===== src/rtl/booth_seq_mult.sv =====
// Radix-2 Booth sequential signed multiplier.
// One multiply is in flight at a time, using a start/busy/done handshake.
// An accepted Start loads the operands. Each RUN cycle then does one Booth
// add/subtract followed by an arithmetic right shift of {A,Q,Q(-1)}. After
// data_Width iterations the 2N-bit product is registered and Done pulses
// for one cycle.
// Optional feature macro: BOOTH_ZERO_SKIP_EN. When it is defined, a zero
// operand finishes in a single cycle with Product = 0.
module booth_seq_mult #(
   parameter int data_Width = 4
) (
   input  logic                      clk,
   input  logic                      rst,
   input  logic                      Start,
   input  logic [data_Width-1:0]     Multiplicand,
   input  logic [data_Width-1:0]     Multiplier,
   output logic                      Busy,
   output logic                      Done,
   output logic [2*data_Width-1:0]   Product
);

   localparam int N  = data_Width;
   localparam int CW = $clog2(N + 1);

   typedef enum logic [1:0] {
      S_IDLE = 2'd0,
      S_RUN  = 2'd1,
      S_DONE = 2'd2
   } state_t;

   state_t             r_state;
   logic [N:0]         r_a;        // one guard bit so that A - M cannot overflow
   logic [N-1:0]       r_q;
   logic [N-1:0]       r_m;
   logic               r_q_m1;
   logic [CW-1:0]      r_count;
   logic               r_busy;
   logic               r_done;
   logic [2*N-1:0]     r_product;

   logic [N:0]         w_m_ext;
   logic [N:0]         w_sum;

   assign w_m_ext = {r_m[N-1], r_m};

`ifdef BOOTH_ZERO_SKIP_EN
   logic               w_zero_op;
   assign w_zero_op = (Multiplicand == '0) || (Multiplier == '0);
`endif

   // Booth recoding step: add, subtract or pass A depending on {Q[0],Q(-1)}
   always_comb begin
      w_sum = r_a;
      case ({r_q[0], r_q_m1})
         2'b01:   w_sum = r_a + w_m_ext;
         2'b10:   w_sum = r_a - w_m_ext;
         default: w_sum = r_a;
      endcase
   end

   // Control FSM and datapath registers, with registered handshake outputs
   always_ff @(posedge clk) begin
      if (rst) begin
         r_state   <= S_IDLE;
         r_a       <= '0;
         r_q       <= '0;
         r_m       <= '0;
         r_q_m1    <= 1'b0;
         r_count   <= '0;
         r_busy    <= 1'b0;
         r_done    <= 1'b0;
         r_product <= '0;
      end else begin
         case (r_state)
            S_IDLE: begin
               r_busy <= 1'b0;
               r_done <= 1'b0;
               if (Start) begin
                  r_m     <= Multiplicand;
                  r_q     <= Multiplier;
                  r_a     <= '0;
                  r_q_m1  <= 1'b0;
                  r_count <= CW'(N);
                  r_busy  <= 1'b1;
                  r_state <= S_RUN;
`ifdef BOOTH_ZERO_SKIP_EN
                  // A zero operand gives a zero product, so skip the iterations
                  if (w_zero_op) begin
                     r_product <= '0;
                     r_done    <= 1'b1;
                     r_state   <= S_DONE;
                  end
`endif
               end
            end
            S_RUN: begin
               // arithmetic right shift of {sum, Q, Q(-1)}, replicating the sign of A
               r_a     <= {w_sum[N], w_sum[N:1]};
               r_q     <= {w_sum[0], r_q[N-1:1]};
               r_q_m1  <= r_q[0];
               r_count <= r_count - 1'b1;
               if (r_count == CW'(1)) begin
                  // low 2N bits of the post-shift {A,Q}
                  r_product <= {w_sum, r_q[N-1:1]};
                  r_done    <= 1'b1;
                  r_state   <= S_DONE;
               end
            end
            S_DONE: begin
               r_done  <= 1'b0;
               r_busy  <= 1'b0;
               r_state <= S_IDLE;
            end
            default: begin
               r_state <= S_IDLE;
               r_busy  <= 1'b0;
               r_done  <= 1'b0;
            end
         endcase
      end
   end

   assign Busy    = r_busy;
   assign Done    = r_done;
   assign Product = r_product;

endmodule

===== config.mk =====
export PLATFORM = sky130hd
export DESIGN_NAME = booth_seq_mult
export DESIGN_NICKNAME = d
export VERILOG_FILES = /design/src/rtl/booth_seq_mult.sv
export SDC_FILE = /design/constraint.sdc
export NUM_CORES = 1
export LEC_CHECK = 0
export CAP_MARGIN = 20
export CORE_ASPECT_RATIO = 1.25
export CORE_UTILIZATION = 40
export CTS_BUF_LIST = sky130_fd_sc_hd__clkbuf_8
export DETAILED_ROUTE_END_ITERATION = 8
export GPL_TIMING_DRIVEN = 0
export PLACE_DENSITY = 0.58
export SYNTH_ARGS = -nofsm -noshare
export SYNTH_HDL_FRONTEND = slang
export SYNTH_SLANG_ARGS = --single-unit

===== constraint.sdc =====
create_clock -name clk -period 2.8 [get_ports clk]
set_input_delay 0.42 -clock clk [delete_from_list [all_inputs] [get_ports clk]]
set_output_delay 0.42 -clock clk [all_outputs]
set_load 0.02 [all_outputs]

======== Word level (Yosys, flattened, before mapping) ========
Index checks and enable logic that the tools add are counted.
word-level totals
  register bits ........................... 29
  input port bits ......................... 11
  output and inout port bits .............. 10
  logic and storage cells ................. 40
cells by class
  $add $sub $neg .......................... 3
  equality and inequality tests ........... 6
  muxes and demuxes ....................... 14
  bitwise operators ....................... 1
  reductions and logical operators ........ 7
operators by type and width
  kind                 count
  $pmux 5 s2           2
  $pmux 4 s2           1
  $reduce_and 2->1     4
  $pmux 3 s2           1
  $add 5x5->5          1
  $mux 5               1
  $sub 5x5->5          1
  $eq 2x1->1 const B   2
  $mux 2               2
  $mux 4               1
  $ne 2x2->1 const B   2
  $pmux 1 s2           2
  $pmux 2 s2           1
  $eq 3x1->1 const B   1
  $mux 3               1
  $sub 3x1->3 const B  1
  $eq 2x2->1 const B   1
  $logic_not 2->1      1
  $mux 1               2
  $reduce_bool 2->1    1
  $reduce_or 2->1      1
  $not 1->1            1

======== Longest topological paths before layout ========
Gate-level depths: netlist (run 1).
  word-level depth ........................ 3
  depth in mapped cells ................... 10
  gate-level depth less buffers ........... 10

======== Worst setup path before layout (run 1) ========
No wires, ideal clock.
  kind .................................... register -> register
  start point ............................. register r_m[0]
  end point ............................... register r_product[7] (netlist: Product[7])
  library setup time ...................... 91 ps
  data arrival time ....................... 2256 ps
  required time ........................... 2709 ps
  slack ................................... 453 ps
  cell stages (with the launch flop) ...... 10
  buffers on the path ..................... 0
  clock period less this slack ............ 2347 ps
  path through ............................ dfxtp_1 > inv_1 > ha_1 > mux2_2 > fa_1 > nand2b_1 > a21oi_2 > xnor2_1 > or3_1 > a311oi_1
on the way
  cells in the longest elaborated chain, start to end .. 2
  elaborated cells between the ends (all ways) .. 3
  those cells by class .................... 2 x add/sub; 1 x mux
RTL lines
  element                                            RTL line  text
  from (decl)                                        34        logic [N-1:0] r_m;
  from (signal assigned)                             79        r_m <= Multiplicand;
  $sub 5x5->5 / $add 5x5->5 (equally long branches)  56, 55
  $pmux 5 s2 (*)                                     54        case ({r_q[0], r_q_m1})
  to (signal assigned)                               104       r_product <= {w_sum, r_q[N-1:1]};
  to (decl)                                          39        logic [2*N-1:0] r_product;
Mark *: on every way between the ends. The rest lies on a longest branch, timed or not.
A chain may end at the register's enable or synchronous reset.

======== Worst setup path in the final report (run 1) ========
Ends and elaborated chain as after synthesis.

==> results of run 1 <==
cell usage in the layout (no fill, tap or decap):
| master | Yosys | routed |
|---|---|---|
| or3_1 | 1 | 1 |
| a311oi_1 | 2 | 2 |
| nor3b_2 | 1 | 1 |
| a32o_1 | 1 | 1 |
| xnor2_1 | 3 | 3 |
| nor3_1 | 2 | 2 |
| xor2_1 | 1 | 1 |
| a31oi_1 | 1 | 1 |
| buf_2 | 2 | 2 |
| fa_1 | 1 | 1 |
| o21ai_0 | 4 | 4 |
| or4_1 | 1 | 1 |
| dfxtp_1 | 28 | 28 |
| nor2b_1 | 3 | 3 |
| ha_1 | 8 | 8 |
| a21boi_0 | 1 | 1 |
| nand2_1 | 22 | 22 |
| o211ai_1 | 1 | 1 |
| nor3b_1 | 1 | 1 |
| inv_1 | 10 | 10 |
| mux2i_1 | 4 | 4 |
| a22o_1 | 4 | 4 |
| clkbuf_1 | 3 | 3 |
| nand2b_4 | 1 | 1 |
| clkdlybuf4s50_1 | 0 | 20 |
| o31ai_1 | 1 | 1 |
| nand2b_1 | 3 | 3 |
| and2_4 | 1 | 1 |
| nor2_1 | 22 | 22 |
| a211oi_1 | 1 | 1 |
| a21oi_1 | 15 | 15 |
| clkbuf_8 | 0 | 4 |
| a21oi_2 | 2 | 2 |
| a22oi_1 | 4 | 4 |
| mux2_2 | 1 | 1 |
layer usage:
layer	track usage, %	vias to the layer above	routed length, µm
met3	2.97	10	93
met5	0	-	0
met1	20.2	510	1240
met4	10.9	0	97
li1	-	578	-
met2	31.3	23	1340
tightest hold or removal path, stage by stage, from the launching register on:
cell and delay [ps]:
dfxtp_1 320, nand2_1 50, a21oi_1 50
cell type report:
type,count,area [µm²],area share (%)
clock buffer,4,55.1,3.36
tap,37,46.3,2.83
sequential,28,561,34.2
multi-input combinational,113,717,43.8
timing repair buffer,20,200,12.2
buffer,5,21.3,1.30
inverter,10,37.5,2.29
report_power, final:
part / total (mW) / leakage (nW) / switching, mW / internal [mW]
registers: 0.432 / 0.228 / 0.0151 / 0.417
clock network: 0.253 / 0.0288 / 0.127 / 0.126
logic: 0.184 / 0.352 / 0.0997 / 0.0844
total: 0.870 / 0.608 / 0.242 / 0.628
flip-flops by register name (all words and copies together), names as in the netlist:
signal	count
Done	1
Busy	1
r_q_m1	1
r_q	4
r_state	2
Product	8
r_count	3
r_m	4
r_a	4
stage by stage:
step	util (%)	worst slack [ps]
3_5_place_dp	49.5	266
5_1_grt	51.3	46.3
4_1_cts	51.3	237
6_report	51.3	275
2_1_floorplan	-	453
3_3_place_gp	49.5	314
logic make-up (layout without fill, tap and decap cells):
| group | after synthesis | count (layout) | synth area share, % |
|---|---|---|---|
| flops | 28 | 28 | 41.9 |
| mux | 5 | 5 | 3.84 |
| xor+xnor | 4 | 4 | 2.62 |
| simple gates | 58 | 58 | 20.1 |
| fa+ha+maj | 9 | 9 | 8.99 |
| buf+inv | 15 | 39 | 4.40 |
| compound gates | 37 | 37 | 18.1 |
worst paths after layout:
kind                            from                 endpoint
max              r_m[0]$_SDFFE_PP0P_  Product[7]$_SDFFE_PP0P_
min          Product[0]$_SDFFE_PP0P_  Product[0]$_SDFFE_PP0P_
max reg2reg      r_m[0]$_SDFFE_PP0P_  Product[7]$_SDFFE_PP0P_
min reg2reg  Product[0]$_SDFFE_PP0P_  Product[0]$_SDFFE_PP0P_
==> results.py, run 1 <==
metrics = {
    "synthesis": {
        "ys.flop_type": "dfxtp_1",
        "netlist_top_cells_count": "dfxtp_1, nand2_1, nor2_1",
        "synth_top_area_share_pct": 41.9,
        "syn_area_mm2": 0.00134,
        "synth_seq_cells": 28,
        "syn_inst": 156,
        "yosysTopAreaCell": "dfxtp_1",
        "syn-num-nets": 176,
        "avgSynthCellArea_um2": 8.57,
        "synth_edf_count": 0,
        "ys_top_cells_by_area": "dfxtp_1, ha_1, nand2_1",
        "async_reset_ff_share_pct": 0,
        "ys_warn_count": 0,
        "ys_types": 33,
        "synth_most_common_cell": "dfxtp_1",
        "ys_seq_area_share_pct": 41.9,
    },
    "clock_network": {
        "cts_tree": "built",
        "clock_sinks": 28,
        "clk_pin_slew_ps": 100,
        "clk_latency_ps": 280,
        "ctsRootBufferMaster": "clkbuf_8",
        "postCtsSetupBuffers": 0,
        "htree_levels": 1,
        "post_cts_resized": 0,
        "numCtsBuffers": 3,
        "cts_buffer_depth": 2,
        "hold_buffers": 0,
    },
    "power_and_ir_drop": {
        "leakage_nw": 0.608,
        "power_density_mw_per_mm2": 531,
        "finalPower_mw": 0.870,
        "ir_worst_vdd_mv": 0.301,
    },
    "place": {
        "placed_cells": 213,
        "post_dp_cell_area_mm2": 0.00158,
        "dp_hpwl_um": 2150,
        "io_buffers": 20,
        "globalplace.congestion": 0.733,
    },
    "global_routing": {
        "grtUsageTotal_pct": 18.2,
        "grt_start_max_net_pins": 16,
        "grt_pass1_wl_um": 4690,
        "antenna_found_initial": 0,
        "grt_pass1_vias": 1072,
        "overflow": 0,
    },
    "sta": {
        "finClkSkew_ps": 3.22,
        "setup_viol": 0,
        "rsz0062_at_grt": "no",
        "relSlewSlack_pct": 57.2,
        "holdWs_ps": 461,
        "worstMarginPinSlew_ps": 638,
        "period_share_pct": 90.2,
        "maxClockFrequency_mhz": 396,
        "drv_slew": 0,
        "hold_viol_final": 0,
        "tns_ps": 0,
        "period_needed_ps": 2520,
    },
    "worst_hold_path": {
        "min_path_type": "register to register",
        "hold_depth": 2,
    },
    "setup_path": {
        "path_max_fanout": 4,
        "crit_cells": 9,
        "cp_cell_sequence": "inv_1 > ha_1 > mux2_2 > fa_1 > nand2b_1 > a21oi_2 > xnor2_1 > or3_1 > a311oi_1",
        "crit_family": "adder cells",
        "cp-start-kind": "register",
        "critPathSlowestCell": "fa_1",
        "timing.reg2reg.setup_slack_ps": 280,
        "crit_path_end_kind": "register",
        "arrival_ps": 2710,
        "cp.required_ps": 2990,
        "cp.buffers_inverters": 1,
        "r2r_cells": 9,
        "max_stage_delay_ps": 430,
        "critical_path_class": "register to register",
    },
    "run_status": {
        "outcome": "finished clean",
    },
    "routing": {
        "vias": 1121,
        "routedWlPerCell_um": 12.8,
        "drt_wl_total_um": 2770,
        "remaining_drc_errors": 0,
        "vias_per_cell": 5.17,
        "drtAntennaViolNets": 0,
        "dr.pass1.iters": 4,
        "drt_iter0_drc": 11,
    },
    "floorplanning": {
        "io_pins": 21,
        "die_w_um": 53.7,
        "std_cell_rows": 23,
        "dieArea_mm2": 0.00358,
        "start_util_pct": 41.8,
        "die_y_um": 66.6,
        "coreArea_mm2": 0.00319,
    },
    "cells_and_area": {
        "fin_nets": 201,
        "fin_cells": 217,
        "syn2layout_area_growth_pct": 22.6,
        "stdcell_area_mm2": 0.00164,
        "diodes": 0,
        "n_fill_cell": 308,
        "drive_gt1_share_pct": 6.67,
    },
    "run": {
        "cap_violations": 0,
    },
}
Power figures use the tool's default switching activity.
==> run 2: changes to the inputs <==
--- a/config.mk
+++ b/config.mk
@@ -5,6 +5,7 @@
 export SDC_FILE = /design/constraint.sdc
 export NUM_CORES = 1
 export LEC_CHECK = 0
+export ABC_CLOCK_PERIOD_IN_PS = 2800
 export CAP_MARGIN = 20
 export CORE_ASPECT_RATIO = 1.25
 export CORE_UTILIZATION = 40
==> results of run 2 <==
Final layout, timing and power as in run 1 (identical DEF).
